`src/rtl/esp_resp_parser_if.sv`:
```
// esp_resp_parser_if: PMOD UART rx, monitor UART tx and sequencer handshake bundle
interface esp_resp_parser_if;
   logic [7:0] rx_data;
   logic       rx_valid;
   logic       rx_ready;
   logic [7:0] tx_data;
   logic       tx_valid;
   logic       tx_ready;
   logic       arm;
   logic       busy;
   logic       resp_done;
   logic [1:0] resp_code;
   modport master (
      output rx_data, rx_valid, tx_ready, arm,
      input  rx_ready, tx_data, tx_valid, busy, resp_done, resp_code
   );
   modport slave (
      input  rx_data, rx_valid, tx_ready, arm,
      output rx_ready, tx_data, tx_valid, busy, resp_done, resp_code
   );
endinterface

```
`src/rtl/esp_resp_parser.sv`:
```
// esp_resp_parser: classifies ESP32 AT responses (OK/ERROR/timeout); echo FIFO built when ESP_RESP_ECHO_EN is defined
module esp_resp_parser #(
   parameter int TIMEOUT_CYCLES = 100000000,
   parameter int CNT_W          = 27,
   parameter int FIFO_DEPTH     = 16
) (
   input logic             clk,
   input logic             rst,
   esp_resp_parser_if.slave bus
);
   typedef enum logic {IDLE, WAIT} state_t;
   state_t           state;
   logic [CNT_W-1:0] timer;
   logic [2:0]       len;
   logic             ok_p, err_p;
   logic             rx_hs, is_cr, is_lf, ok_n, err_n, lf_ok, lf_err, tmo;
   logic [7:0]       ok_c, err_c;
   // next-prefix flags compare the incoming byte against the expected char at position len
   always_comb begin
      rx_hs  = bus.rx_valid && bus.rx_ready;
      is_cr  = bus.rx_data == 8'h0D;
      is_lf  = bus.rx_data == 8'h0A;
      ok_c   = (len == 3'd0) ? 8'h4F : 8'h4B;
      err_c  = (len == 3'd0) ? 8'h45 : (len == 3'd3) ? 8'h4F : 8'h52;
      ok_n   = ok_p && (len >= 3'd2 || bus.rx_data == ok_c);
      err_n  = err_p && (len >= 3'd5 || bus.rx_data == err_c);
      lf_ok  = rx_hs && is_lf && ok_p && len == 3'd2;
      lf_err = rx_hs && is_lf && err_p && len == 3'd5;
      tmo    = timer == CNT_W'(TIMEOUT_CYCLES - 1);
   end
   // line tracker: runs on every accepted byte, restarted by LF and by an accepted arm
   always_ff @(posedge clk) begin
      if (rst || (state == IDLE && bus.arm) || (rx_hs && is_lf)) begin
         len   <= 3'd0;
         ok_p  <= 1'b1;
         err_p <= 1'b1;
      end else if (rx_hs && !is_cr) begin
         len   <= (len == 3'd7) ? len : len + 3'd1;
         ok_p  <= ok_n;
         err_p <= err_n;
      end
   end
   // response FSM with timer; a line match takes priority over a coincident timeout
   always_ff @(posedge clk) begin
      if (rst) begin
         state         <= IDLE;
         timer         <= '0;
         bus.busy      <= 1'b0;
         bus.resp_done <= 1'b0;
         bus.resp_code <= 2'b00;
      end else begin
         bus.resp_done <= 1'b0;
         if (state == IDLE) begin
            if (bus.arm) begin
               state         <= WAIT;
               timer         <= '0;
               bus.busy      <= 1'b1;
               bus.resp_code <= 2'b00;
            end
         end else begin
            timer <= timer + 1'b1;
            if (lf_ok || lf_err || tmo) begin
               state         <= IDLE;
               bus.busy      <= 1'b0;
               bus.resp_done <= 1'b1;
               bus.resp_code <= lf_ok ? 2'b01 : lf_err ? 2'b10 : 2'b11;
            end
         end
      end
   end
`ifdef ESP_RESP_ECHO_EN
   localparam int AW = $clog2(FIFO_DEPTH);
   logic [7:0]    mem [FIFO_DEPTH];
   logic [AW-1:0] wr_ptr, rd_ptr;
   logic [AW:0]   count;
   logic          pop;
   assign pop          = bus.tx_valid && bus.tx_ready;
   assign bus.rx_ready = count != (AW+1)'(FIFO_DEPTH);
   assign bus.tx_valid = count != '0;
   assign bus.tx_data  = bus.tx_valid ? mem[rd_ptr] : 8'h00;
   // echo storage, written on every accepted rx byte
   always_ff @(posedge clk) begin
      if (rx_hs) mem[wr_ptr] <= bus.rx_data;
   end
   // first-word-fall-through pointers and occupancy
   always_ff @(posedge clk) begin
      if (rst) begin
         wr_ptr <= '0;
         rd_ptr <= '0;
         count  <= '0;
      end else begin
         if (rx_hs) wr_ptr <= wr_ptr + 1'b1;
         if (pop) rd_ptr <= rd_ptr + 1'b1;
         count <= count + (AW+1)'(rx_hs) - (AW+1)'(pop);
      end
   end
`else
   logic unused_tx_ready;
   assign unused_tx_ready = bus.tx_ready;
   assign bus.rx_ready    = 1'b1;
   assign bus.tx_valid    = 1'b0;
   assign bus.tx_data     = 8'h00;
`endif
endmodule

```
`src/flat_wrapper.sv`:
```
// flat-port wrapper written by rule: the top's interface ports become plain ports
module esp_resp_parser_flat 
#(
   parameter int TIMEOUT_CYCLES = 100000000,
   parameter int CNT_W          = 27,
   parameter int FIFO_DEPTH     = 16
)
  (clk, rst, bus_rx_data, bus_rx_valid, bus_tx_ready, bus_arm, bus_rx_ready, bus_tx_data, bus_tx_valid, bus_busy, bus_resp_done, bus_resp_code);
  esp_resp_parser_if bus_i ();
  input logic clk;
  input logic rst;
  input wire logic [$bits(bus_i.rx_data)-1:0] bus_rx_data;
  input wire logic [$bits(bus_i.rx_valid)-1:0] bus_rx_valid;
  input wire logic [$bits(bus_i.tx_ready)-1:0] bus_tx_ready;
  input wire logic [$bits(bus_i.arm)-1:0] bus_arm;
  output wire logic [$bits(bus_i.rx_ready)-1:0] bus_rx_ready;
  output wire logic [$bits(bus_i.tx_data)-1:0] bus_tx_data;
  output wire logic [$bits(bus_i.tx_valid)-1:0] bus_tx_valid;
  output wire logic [$bits(bus_i.busy)-1:0] bus_busy;
  output wire logic [$bits(bus_i.resp_done)-1:0] bus_resp_done;
  output wire logic [$bits(bus_i.resp_code)-1:0] bus_resp_code;
  assign bus_i.rx_data = bus_rx_data;
  assign bus_i.rx_valid = bus_rx_valid;
  assign bus_i.tx_ready = bus_tx_ready;
  assign bus_i.arm = bus_arm;
  assign bus_rx_ready = bus_i.rx_ready;
  assign bus_tx_data = bus_i.tx_data;
  assign bus_tx_valid = bus_i.tx_valid;
  assign bus_busy = bus_i.busy;
  assign bus_resp_done = bus_i.resp_done;
  assign bus_resp_code = bus_i.resp_code;
  esp_resp_parser #(.TIMEOUT_CYCLES(TIMEOUT_CYCLES), .CNT_W(CNT_W), .FIFO_DEPTH(FIFO_DEPTH)) u_core (.clk(clk), .rst(rst), .bus(bus_i));
endmodule
```
`config.mk`:
```
export PLATFORM = sky130hd
export DESIGN_NAME = esp_resp_parser_flat
export DESIGN_NICKNAME = d
export VERILOG_FILES = /design/src/rtl/esp_resp_parser_if.sv /design/src/rtl/esp_resp_parser.sv /design/src/flat_wrapper.sv
export SDC_FILE = /design/constraint.sdc
export NUM_CORES = 1
export LEC_CHECK = 0
export BUFFER_PORTS_ARGS = -buffer_cell sky130_fd_sc_hd__buf_4
export CORE_MARGIN = 10
export CORE_UTILIZATION = 40
export CTS_CLUSTER_DIAMETER = 30
export DETAILED_ROUTE_END_ITERATION = 10
export PLACE_DENSITY = 0.7
export SYNTH_ARGS = -nofsm -noshare
export SYNTH_HDL_FRONTEND = slang
export SYNTH_SLANG_ARGS = --single-unit
```
`constraint.sdc`:
```
create_clock -name clk -period 2.1 [get_ports clk]
set_clock_uncertainty 0.2 [all_clocks]
set_input_delay 0.105 -clock clk [delete_from_list [all_inputs] [get_ports clk]]
set_output_delay 0.105 -clock clk [all_outputs]
set_load 0.02 [all_outputs]
```
---- Yosys cells after proc, flatten, opt, wreduce, memory -nomap -nowiden ----
Cells that the tools add are included.
storage, ports and cells
  logic and storage cells ................. 62
  bits of input ports ..................... 13
  output and inout bits ................... 14
  register bits ........................... 37
cells by class
  $lt $le $gt $ge ......................... 2
  reduce and logical (&&, ||, !) cells .... 21
  multiplexer cells ....................... 17
  eq/ne operators ......................... 10
  bitwise operators ....................... 2
  add/subtract/negate cells ............... 2
operator list
  operator               count
  $mux 27                2
  $add 27x1->27 const B  1
  $eq 27x27->1 const B   1
  $eq 8x4->1 const B     2
  $eq 8x8->1             2
  $logic_and 1x1->1      9
  $mux 1                 8
  $mux 2                 4
  $mux 8                 1
  $eq 3x2->1 const B     2
  $eq 3x3->1 const B     2
  $logic_or 1x1->1       6
  $mux 5                 1
  $reduce_and 2->1       2
  $add 3x1->3 const B    1
  $ge 3x2->1 const B     1
  $ge 3x3->1 const B     1
  $logic_not 3->1        1
  $mux 3                 1
  $ne 2x2->1 const B     1
  $not 1->1              2
  $reduce_bool 2->1      1
  $reduce_or 2->1        1
  $logic_not 1->1        1

---- Longest topological paths before layout ----
Gate-level depths: netlist of the first run.
  depth in word-level cells ............... 8
  gate-level depth with buffers ........... 7
  gate-level depth less buffers ........... 7

---- Worst setup path before layout of the first run ----
OpenSTA, ideal clock, no wires.
  path type ............................... register to register
  start point ............................. register u_core.timer[0]
  end point ............................... register u_core.timer[20]
  arrival time ............................ 1.647 ns
  path slack .............................. 0.138 ns
  cell stages (with the launch flop) ...... 7
  clock period less this slack ............ 1.962 ns
  path buffers ............................ 0
  library setup time ...................... 0.115 ns
  data required time ...................... 1.785 ns
  path through ............................ dfxtp_1 > ha_1 > nand4_2 > nor4_4 > nand3_1 > and3_1 > o21a_1
on the way
  cells in the longest elaborated chain, start to end .. 2
RTL lines
  element                   RTL line               source
  start: declaration        esp_resp_parser.sv:13  logic [CNT_W-1:0] timer;
  start signal: assignment  esp_resp_parser.sv:61  timer <= timer + 1'b1;
  $add 27x1->27             esp_resp_parser.sv:61
  $mux 27                   esp_resp_parser.sv:53  if (state == IDLE) begin
Every way passes these cells.
A chain may end at the register's enable or synchronous reset.

---- Final worst setup path of the first run ----
  start point ............................. register u_core.timer[8]
  end point ............................... register u_core.timer[23]
Same word-level chain as after synthesis.

==> out/summary.json, run 1 <==
{
  "setup_path": {
    "criticalPathCategory": "flip-flop to flip-flop",
    "cp.buffers_inverters": 0,
    "worstReg2RegEnd": "u_core.timer[23]",
    "worst_setup_path_startpoint": "u_core.timer[8]",
    "critical_path_peak_fanout": 8,
    "max_stage_delay_ns": 0.49,
    "reg2reg_slack_ns": 0.15,
    "worst_r2r_startpoint": "u_core.timer[8]",
    "crit_cells": 5,
    "slowest_stage": "sky130_fd_sc_hd__dfxtp_1",
    "critPathRequiredTime_ns": 2.13,
    "worst_r2r_path_depth": 5,
    "critPathCapture": "u_core.timer[23]",
    "critical_path.top_delay_family": "simple AND/OR/NAND/NOR gates",
    "cp_cell_sequence": "nand3_1 -> nor2_1 -> nand3_1 -> or3_1 -> a21oi_1",
    "crit_path_start_kind": "flip-flop",
    "arrival_time_reported_for_the_critical_path_endpoint_ns": 1.98,
    "crit_end_category": "flip-flop",
    "critPathMostFrequentCell": "sky130_fd_sc_hd__nand3_1"
  },
  "routing": {
    "postRouteWirelength_um": 4610,
    "detail-route-antenna-nets": 0,
    "drc": 0,
    "dr_total_vias": 1836,
    "wl_per_cell_um": 13.4,
    "drt-initial-drc-count": 70,
    "via_per_inst": 5.34,
    "drtPass1Iterations": 4
  },
  "clock_network": {
    "path_clk_slew_ns": 0.08,
    "clock_sink_count": 37,
    "clk_latency_ns": 0.30,
    "cts_buffers": 5,
    "cts_tree": "done",
    "post_cts_resized": 0,
    "cts_root_buf": "sky130_fd_sc_hd__clkbuf_8",
    "cts.htree.levels": 2,
    "cts_max_path_buffers": 2
  },
  "pwr": {
    "static-leakage-power_nw": 0.918,
    "worst_ir_drop_vdd_mv": 0.399,
    "powerDensity_mw_per_mm2": 604,
    "p_int_w": 0.00113,
    "total_power_w": 0.00150,
    "pwr-share-comb_pct": 9.8,
    "sw_share_pct": 24.9,
    "pwr-share-seq_pct": 48.3,
    "power_switching_w": 0.000374,
    "clock_power_share_pct": 41.9
  },
  "layout": {
    "post_route_cells_drive_above_1_share_pct": 18.2,
    "area_overhead_vs_synth_pct": 16.2,
    "post-route-util_pct": 48.3,
    "finalInstanceArea_mm2": 0.00248,
    "num-nets-final": 293,
    "antenna_cells": 0,
    "nFillCells": 526
  },
  "floorplan": {
    "design.portCount": 27,
    "initial_cell_density_of_the_core_pct": 41.6,
    "core-area_mm2": 0.00514,
    "dieArea_mm2": 0.00866,
    "die_outline_height_um": 93.1,
    "horizontal_extent_of_the_die_um": 93.1,
    "rows": 26
  },
  "timing": {
    "hold_slack_ns": 0.0280,
    "final-hold-violation-count": 0,
    "finalMaxSlewViolations": 0,
    "fin_crit_sh_pct": 93.0,
    "setup_viol_count_final": 0,
    "max_freq_mhz": 512,
    "layout_setup_ws_ns": 0.146,
    "post-route-min-period_ns": 1.95
  },
  "grt": {
    "number_of_antenna_violations_at_the_first_check_in_global_routing": 0,
    "vias_in_the_first_global_route": 1872,
    "grt_usage_pct": 11.5,
    "gr-total-overflow": 0,
    "maximum_number_of_pins_on_one_net_before_global_route_repair": 25,
    "grt_pass1_wl_um": 8420
  },
  "yosys": {
    "synth.cell_area_mm2": 0.00214,
    "post-synth-top-area-cell": "sky130_fd_sc_hd__dfxtp_1",
    "synthDominantCellAreaShare_pct": 34.7,
    "synth_top_cells_by_area": "sky130_fd_sc_hd__dfxtp_1, sky130_fd_sc_hd__nor2_1, sky130_fd_sc_hd__ha_1, sky130_fd_sc_hd__nand2_1, sky130_fd_sc_hd__buf_4",
    "postSynthCellCount": 247,
    "synth.cells.most_frequent": "sky130_fd_sc_hd__dfxtp_1, sky130_fd_sc_hd__nor2_1, sky130_fd_sc_hd__nand2_1",
    "async_flop_share_pct": 0,
    "syn_avg_cell_area_um2": 8.65,
    "ys_warn_count": 0,
    "ys_types": 62,
    "synth_sequential_area_ratio_pct": 34.7,
    "yosysMostFrequentCell": "sky130_fd_sc_hd__dfxtp_1",
    "ys_seq_elements": 37,
    "synth_enable_flop_cells": 0,
    "postSynth.topFlopCell": "sky130_fd_sc_hd__dfxtp_1"
  },
  "job": {
    "timing.max_cap.violations": 0
  },
  "worst_hold_path": {
    "timing.hold.worst.class": "primary input to flip-flop"
  },
  "placed_design": {
    "io_buffer_count": 15,
    "place_area_mm2": 0.00232,
    "gp_congestion": 0.800,
    "dp.final_hpwl_um": 3450,
    "dp_slack_ns": 0.0896
  },
  "outcome": {
    "outcome": "completed"
  }
}
[power groups by stage]
stage               logic [W]  registers (W)  clock network (W)
global placement     0.000139       0.000740                  0
detailed placement   0.000140       0.000740                  0
global route         0.000165       0.000727           0.000680
floorplan            0.000106       0.000738                  0
CTS                  0.000146       0.000724           0.000646
finish               0.000146       0.000724           0.000628
[metal layers]
layer  part of all wire, %  track usage [%]
met4                   1.5             3.86
met3                   3.9             3.68
met1                    45             13.1
met2                    49             19.7
met5                     0                0
[placed cells by master, fill, tap and decap left out, types with 2 or more instances in the layout]
cell type                       instances
sky130_fd_sc_hd__a211oi_1               2
sky130_fd_sc_hd__a21oi_1               13
sky130_fd_sc_hd__a31oi_1                2
sky130_fd_sc_hd__and3_1                 3
sky130_fd_sc_hd__and4_1                 2
sky130_fd_sc_hd__buf_4                 26
sky130_fd_sc_hd__clkbuf_8               5
sky130_fd_sc_hd__conb_1                10
sky130_fd_sc_hd__dfxtp_1               37
sky130_fd_sc_hd__dlygate4sd3_1          4
sky130_fd_sc_hd__ha_1                   7
sky130_fd_sc_hd__inv_1                  4
sky130_fd_sc_hd__mux2_1                 2
sky130_fd_sc_hd__mux2_2                 2
sky130_fd_sc_hd__mux2i_1                2
sky130_fd_sc_hd__nand2_1               23
sky130_fd_sc_hd__nand2b_1               2
sky130_fd_sc_hd__nand3_1               15
sky130_fd_sc_hd__nand3b_1               2
sky130_fd_sc_hd__nand4_1                9
sky130_fd_sc_hd__nor2_1                32
sky130_fd_sc_hd__nor3_1                 3
sky130_fd_sc_hd__nor4b_1                3
sky130_fd_sc_hd__nor4b_2                2
sky130_fd_sc_hd__o211ai_1               4
sky130_fd_sc_hd__o21a_1                 2
sky130_fd_sc_hd__o311ai_0               2
sky130_fd_sc_hd__o31ai_1                5
sky130_fd_sc_hd__o41ai_1                2
sky130_fd_sc_hd__or2_0                  2
sky130_fd_sc_hd__or3_1                  4
sky130_fd_sc_hd__or4_1                  2
sky130_fd_sc_hd__xnor2_1                3
sky130_fd_sc_hd__xor2_1                 6
[per-stage QoR]
step / std cells / TNS (ns)
after floorplan: 255 / 0
after global placement: 331 / 0
after detailed placement: 331 / 0
after CTS: 343 / 0
after global routing: 344 / -0.000528
final: 344 / 0
[registers in the layout, summed over array words and instances (netlist names)]
register,count
u_core.bus.resp_code,2
u_core.ok_p,1
u_core.len,3
u_core.bus.resp_done,1
u_core.timer,27
u_core.err_p,1
u_core.state,1
u_core.bus.busy,1
[worst register-to-register path: cells and delay by family, from the launching register on]
family | cells | cell delay (ns)
compound gates | 1 | 0.14
simple gates | 4 | 1.06
flops | 1 | 0.49
[cell families (layout without fill, tap and decap cells)]
logic type      count (synthesis)  after routing  synth area share (%)
simple gates                  121            121                  33.7
compound gates                 41             41                  13.9
flops                          37             37                  34.7
buf+inv                        24             43                  6.56
xor+xnor                        9              9                  3.69
fa+ha+maj                       7              7                  4.10
mux                             6              6                  3.05
other cells                     2             10                 0.352
[layout make-up]
| cell class | instances | area [µm²] | share of cell area [%] |
|---|---|---|---|
| Clock inverter | 3 | 46.3 | 1.86 |
| Timing Repair Buffer | 30 | 235 | 9.48 |
| Inverter | 5 | 18.8 | 0.756 |
| Multi-Input combinational cell | 194 | 1280 | 51.8 |
| Sequential cell | 37 | 741 | 29.8 |
| Tap cell | 70 | 87.6 | 3.53 |
| Clock buffer | 5 | 68.8 | 2.77 |
[worst min path at each step]
stage	from	to	slack, ns	cells past startpoint
2_1_floorplan	bus_rx_valid	u_core.ok_p	0.12	3
3_3_place_gp	u_core.timer[24]	u_core.timer[24]	0.25	1
3_5_place_dp	bus_arm	u_core.timer[1]	0.25	4
4_1_cts	bus_rx_data[1]	u_core.ok_p	0.02	3
5_1_grt	bus_rx_data[1]	u_core.ok_p	0.08	3
6_report	bus_rx_data[1]	u_core.ok_p	0.03	3
[timing repair]
item / CTS / global route
setup endpoints to repair: 0 / 3
hold endpoints to repair: 19 / 0
setup buffers: 0 / 1
hold buffers: 4 / 0
Note: power is estimated with default switching activity, not from simulation.
==> run 2: changes to the inputs <==
==> constraint.sdc (replaced) <==
create_clock -name clk -period 2.1 [get_ports clk]
set_clock_uncertainty 0.2 [all_clocks]
set_input_delay 0.315 -clock clk [delete_from_list [all_inputs] [get_ports clk]]
set_output_delay 0.315 -clock clk [all_outputs]
set_load 0.02 [all_outputs]
==> run 2 against run 1 <==
Net effect:
- sequential power barely moved
- via count decreased by 0.65%
- highest routed layer unchanged
- total power shrank 5.7%
- routed wire length is 1.8% lower
==> out/summary.json, run 2 (synthesized netlist as in run 1, its figures left out) <==
{
  "timing": {
    "rsz0062_at_grt": "false",
    "timing.setup.tns": {"value": 0, "unit": "ns", "change": "unchanged"},
    "finalMaxSlewViolations": {"value": 0, "change": "unchanged"},
    "max_freq": {"value": 516, "unit": "MHz", "change": "was 512 MHz"},
    "post-route-min-period": {"value": 1.94, "unit": "ns", "change": "was 1.95 ns"},
    "fin_crit_sh": {"value": 92.3, "unit": "%", "change": "was 93.0%"},
    "final-hold-violation-count": {"value": 0, "change": "unchanged"},
    "setup_viol_count_final": {"value": 0, "change": "unchanged"},
    "layout_setup_ws": {"value": 0.162, "unit": "ns", "change": "was 0.146 ns"}
  },
  "floorplan": {
    "core-area": {"value": 0.00514, "unit": "mm²", "change": "unchanged"},
    "die_outline_height": {"value": 93.1, "unit": "µm", "change": "unchanged"},
    "dieArea": {"value": 0.00866, "unit": "mm²", "change": "unchanged"},
    "initial_cell_density_of_the_core": {"value": 41.6, "unit": "%", "change": "unchanged"},
    "horizontal_extent_of_the_die": {"value": 93.1, "unit": "µm", "change": "unchanged"},
    "design.portCount": {"value": 27, "change": "unchanged"},
    "rows": {"value": 26, "change": "unchanged"}
  },
  "routing": {
    "drt-initial-drc-count": {"value": 59, "change": "was 70"},
    "postRouteWirelength": {"value": 4520, "unit": "µm", "change": "was 4610 µm"},
    "wl_per_cell": {"value": 13.3, "unit": "µm", "change": "was 13.4 µm"},
    "detail-route-antenna-nets": {"value": 0, "change": "unchanged"},
    "drc": {"value": 0, "change": "unchanged"},
    "drtPass1Iterations": {"value": 4, "change": "unchanged"},
    "dr_total_vias": {"value": 1824, "change": "was 1,836"},
    "via_per_inst": {"value": 5.36, "change": "was 5.34"}
  },
  "layout": {
    "instances_no_fill": {"value": 340, "change": "was 344"},
    "num-nets-final": {"value": 289, "change": "was 293"},
    "mostFrequentLayoutCells": {"value": "sky130_fd_sc_hd__dfxtp_1, sky130_fd_sc_hd__nor2_1, sky130_fd_sc_hd__buf_4", "change": "unchanged"},
    "top_register": {"value": "u_core.timer", "change": "unchanged"},
    "antenna_cells": {"value": 0, "change": "unchanged"},
    "reg.largest.list": {"value": "u_core.timer x27, u_core.len x3, u_core.bus.resp_code x2", "change": "unchanged"},
    "most_frequent_standard_cell_in_the_layout_excluding_fill_and_tap_cells": {"value": "sky130_fd_sc_hd__dfxtp_1", "change": "unchanged"},
    "post_route_cells_drive_above_1_share": {"value": 18.9, "unit": "%", "change": "was 18.2%"},
    "largest_register_ffs": {"value": 27, "change": "unchanged"},
    "post-route-util": {"value": 47.3, "unit": "%", "change": "was 48.3%"},
    "area_overhead_vs_synth": {"value": 13.8, "unit": "%", "change": "was 16.2%"}
  },
  "placed_design": {
    "gp_congestion": {"value": 0.816, "change": "was 0.800"},
    "io_buffer_count": {"value": 15, "change": "unchanged"},
    "place.detailed.instances": {"value": 332, "change": "was 331"},
    "dp.final_hpwl": {"value": 3390, "unit": "µm", "change": "was 3450 µm"},
    "dp_slack": {"value": 0.0743, "unit": "ns", "change": "was 0.0896 ns"}
  },
  "setup_path": {
    "crit_end_category": {"value": "flip-flop", "change": "unchanged"},
    "arrival_time_reported_for_the_critical_path_endpoint": {"value": 1.93, "unit": "ns", "change": "was 1.98 ns"},
    "critical_path_peak_fanout": {"value": 6, "change": "was 8"},
    "crit_path_start_kind": {"value": "flip-flop", "change": "unchanged"},
    "criticalPathCategory": {"value": "flip-flop to flip-flop", "change": "unchanged"},
    "critPathRequiredTime": {"value": 2.09, "unit": "ns", "change": "was 2.13 ns"}
  },
  "clock_network": {
    "cts_buffers": {"value": 5, "change": "unchanged"},
    "cts_max_path_buffers": {"value": 2, "change": "unchanged"},
    "cts_root_buf": {"value": "sky130_fd_sc_hd__clkbuf_8", "change": "unchanged"},
    "cts_tree": {"value": "done", "change": "unchanged"},
    "clk_latency": {"value": 0.29, "unit": "ns", "change": "was 0.30 ns"},
    "cts_setup_buffers": {"value": 0, "change": "unchanged"},
    "path_clk_slew": {"value": 0.07, "unit": "ns", "change": "was 0.08 ns"},
    "clock_sink_count": {"value": 37, "change": "unchanged"},
    "cts.htree.levels": {"value": 2, "change": "unchanged"}
  },
  "worst_hold_path": {
    "timing.hold.worst.class": {"value": "primary input to flip-flop", "change": "unchanged"}
  },
  "grt": {
    "vias_in_the_first_global_route": {"value": 1715, "change": "was 1,872"},
    "gr-total-overflow": {"value": 0, "change": "unchanged"},
    "grt_usage": {"value": 10.7, "unit": "%", "change": "was 11.5%"},
    "number_of_antenna_violations_at_the_first_check_in_global_routing": {"value": 0, "change": "unchanged"},
    "grt_pass1_wl": {"value": 7760, "unit": "µm", "change": "was 8420 µm"},
    "maximum_number_of_pins_on_one_net_before_global_route_repair": {"value": 24, "change": "was 25"}
  },
  "pwr": {
    "worst_ir_drop_vdd": {"value": 0.321, "unit": "mV", "change": "was 0.399 mV"},
    "powerDensity": {"value": 582, "unit": "mW/mm²", "change": "was 604 mW/mm²"},
    "static-leakage-power": {"value": 0.898, "unit": "nW", "change": "was 0.918 nW"}
  },
  "job": {
    "timing.max_cap.violations": {"value": 0, "change": "unchanged"}
  },
  "outcome": {
    "outcome": {"value": "completed", "change": "unchanged"}
  }
}
run 2: cell count changes in the layout (fill, tap and decap cells not counted), sizes merged:
cell | previous run | this run
clkinvlp | 1 | 0
bufinv | 1 | 0
clkbuf | 5 | 7
dlygate4sd3 | 4 | 0
run 2: per-stage QoR:
| step | cell area [µm²] | hold WS (ns) | total power, W |
|---|---|---|---|
| after global placement | 2330 | 0.254 | 0.000879 |
| after detailed placement | 2330 | 0.263 | 0.000881 |
| after floorplan | 2170 | 0.235 | 0.000844 |
| final | 2430 | 0.163 | 0.00141 |
| after CTS | 2430 | 0.153 | 0.00143 |
| after global routing | 2430 | 0.191 | 0.00149 |
run 2: critical path, stage by stage (launching register included):
cell and delay, ns:
sky130_fd_sc_hd__dfxtp_1 0.38, sky130_fd_sc_hd__nand4bb_4 0.24, sky130_fd_sc_hd__or3_4 0.34, sky130_fd_sc_hd__o32ai_2 0.37, sky130_fd_sc_hd__mux2i_1 0.12, sky130_fd_sc_hd__a31o_1 0.19
run 2: repair_timing:
action | 4_1_cts | 5_1_grt
resized for setup | 0 | 1
setup endpoints to repair | 0 | 6
hold buffers | 0 | 0
run 2: final cells by class:
cell class                      count  area, µm²
Clock inverter                      1       5.00
Fill cell                         531       2710
Inverter                            5       18.8
Clock buffer                        7       96.3
Timing Repair Buffer               26        195
Multi-Input combinational cell    194       1280
Sequential cell                    37        742
Tap cell                           70       87.6
run 2: power breakdown:
| group | internal [W] | leakage, nW | switching (W) | total, W |
|---|---|---|---|---|
| clock network | 0.000297 | 0.0542 | 0.000253 | 0.000549 |
| logic | 0.0000542 | 0.544 | 0.0000863 | 0.000140 |
| registers | 0.000712 | 0.300 | 0.0000115 | 0.000724 |
run 2: layer usage:
layer,track usage (%),vias up,share of wire (%)
met5,0,-,0
met4,3.21,0,1.6
met3,4.24,8,4.9
met1,12.4,867,47
li1,-,921,-
met2,17.7,28,47
run 2: final timing paths:
path,endpoint,cells after the start,slack (ns),start
min reg2reg,u_core.timer[21],1,0.28,u_core.timer[21]
max reg2reg,u_core.bus.resp_code[0],5,0.16,u_core.timer[9]
max,u_core.bus.resp_code[0],5,0.16,u_core.timer[9]
min,u_core.timer[1],4,0.16,bus_arm
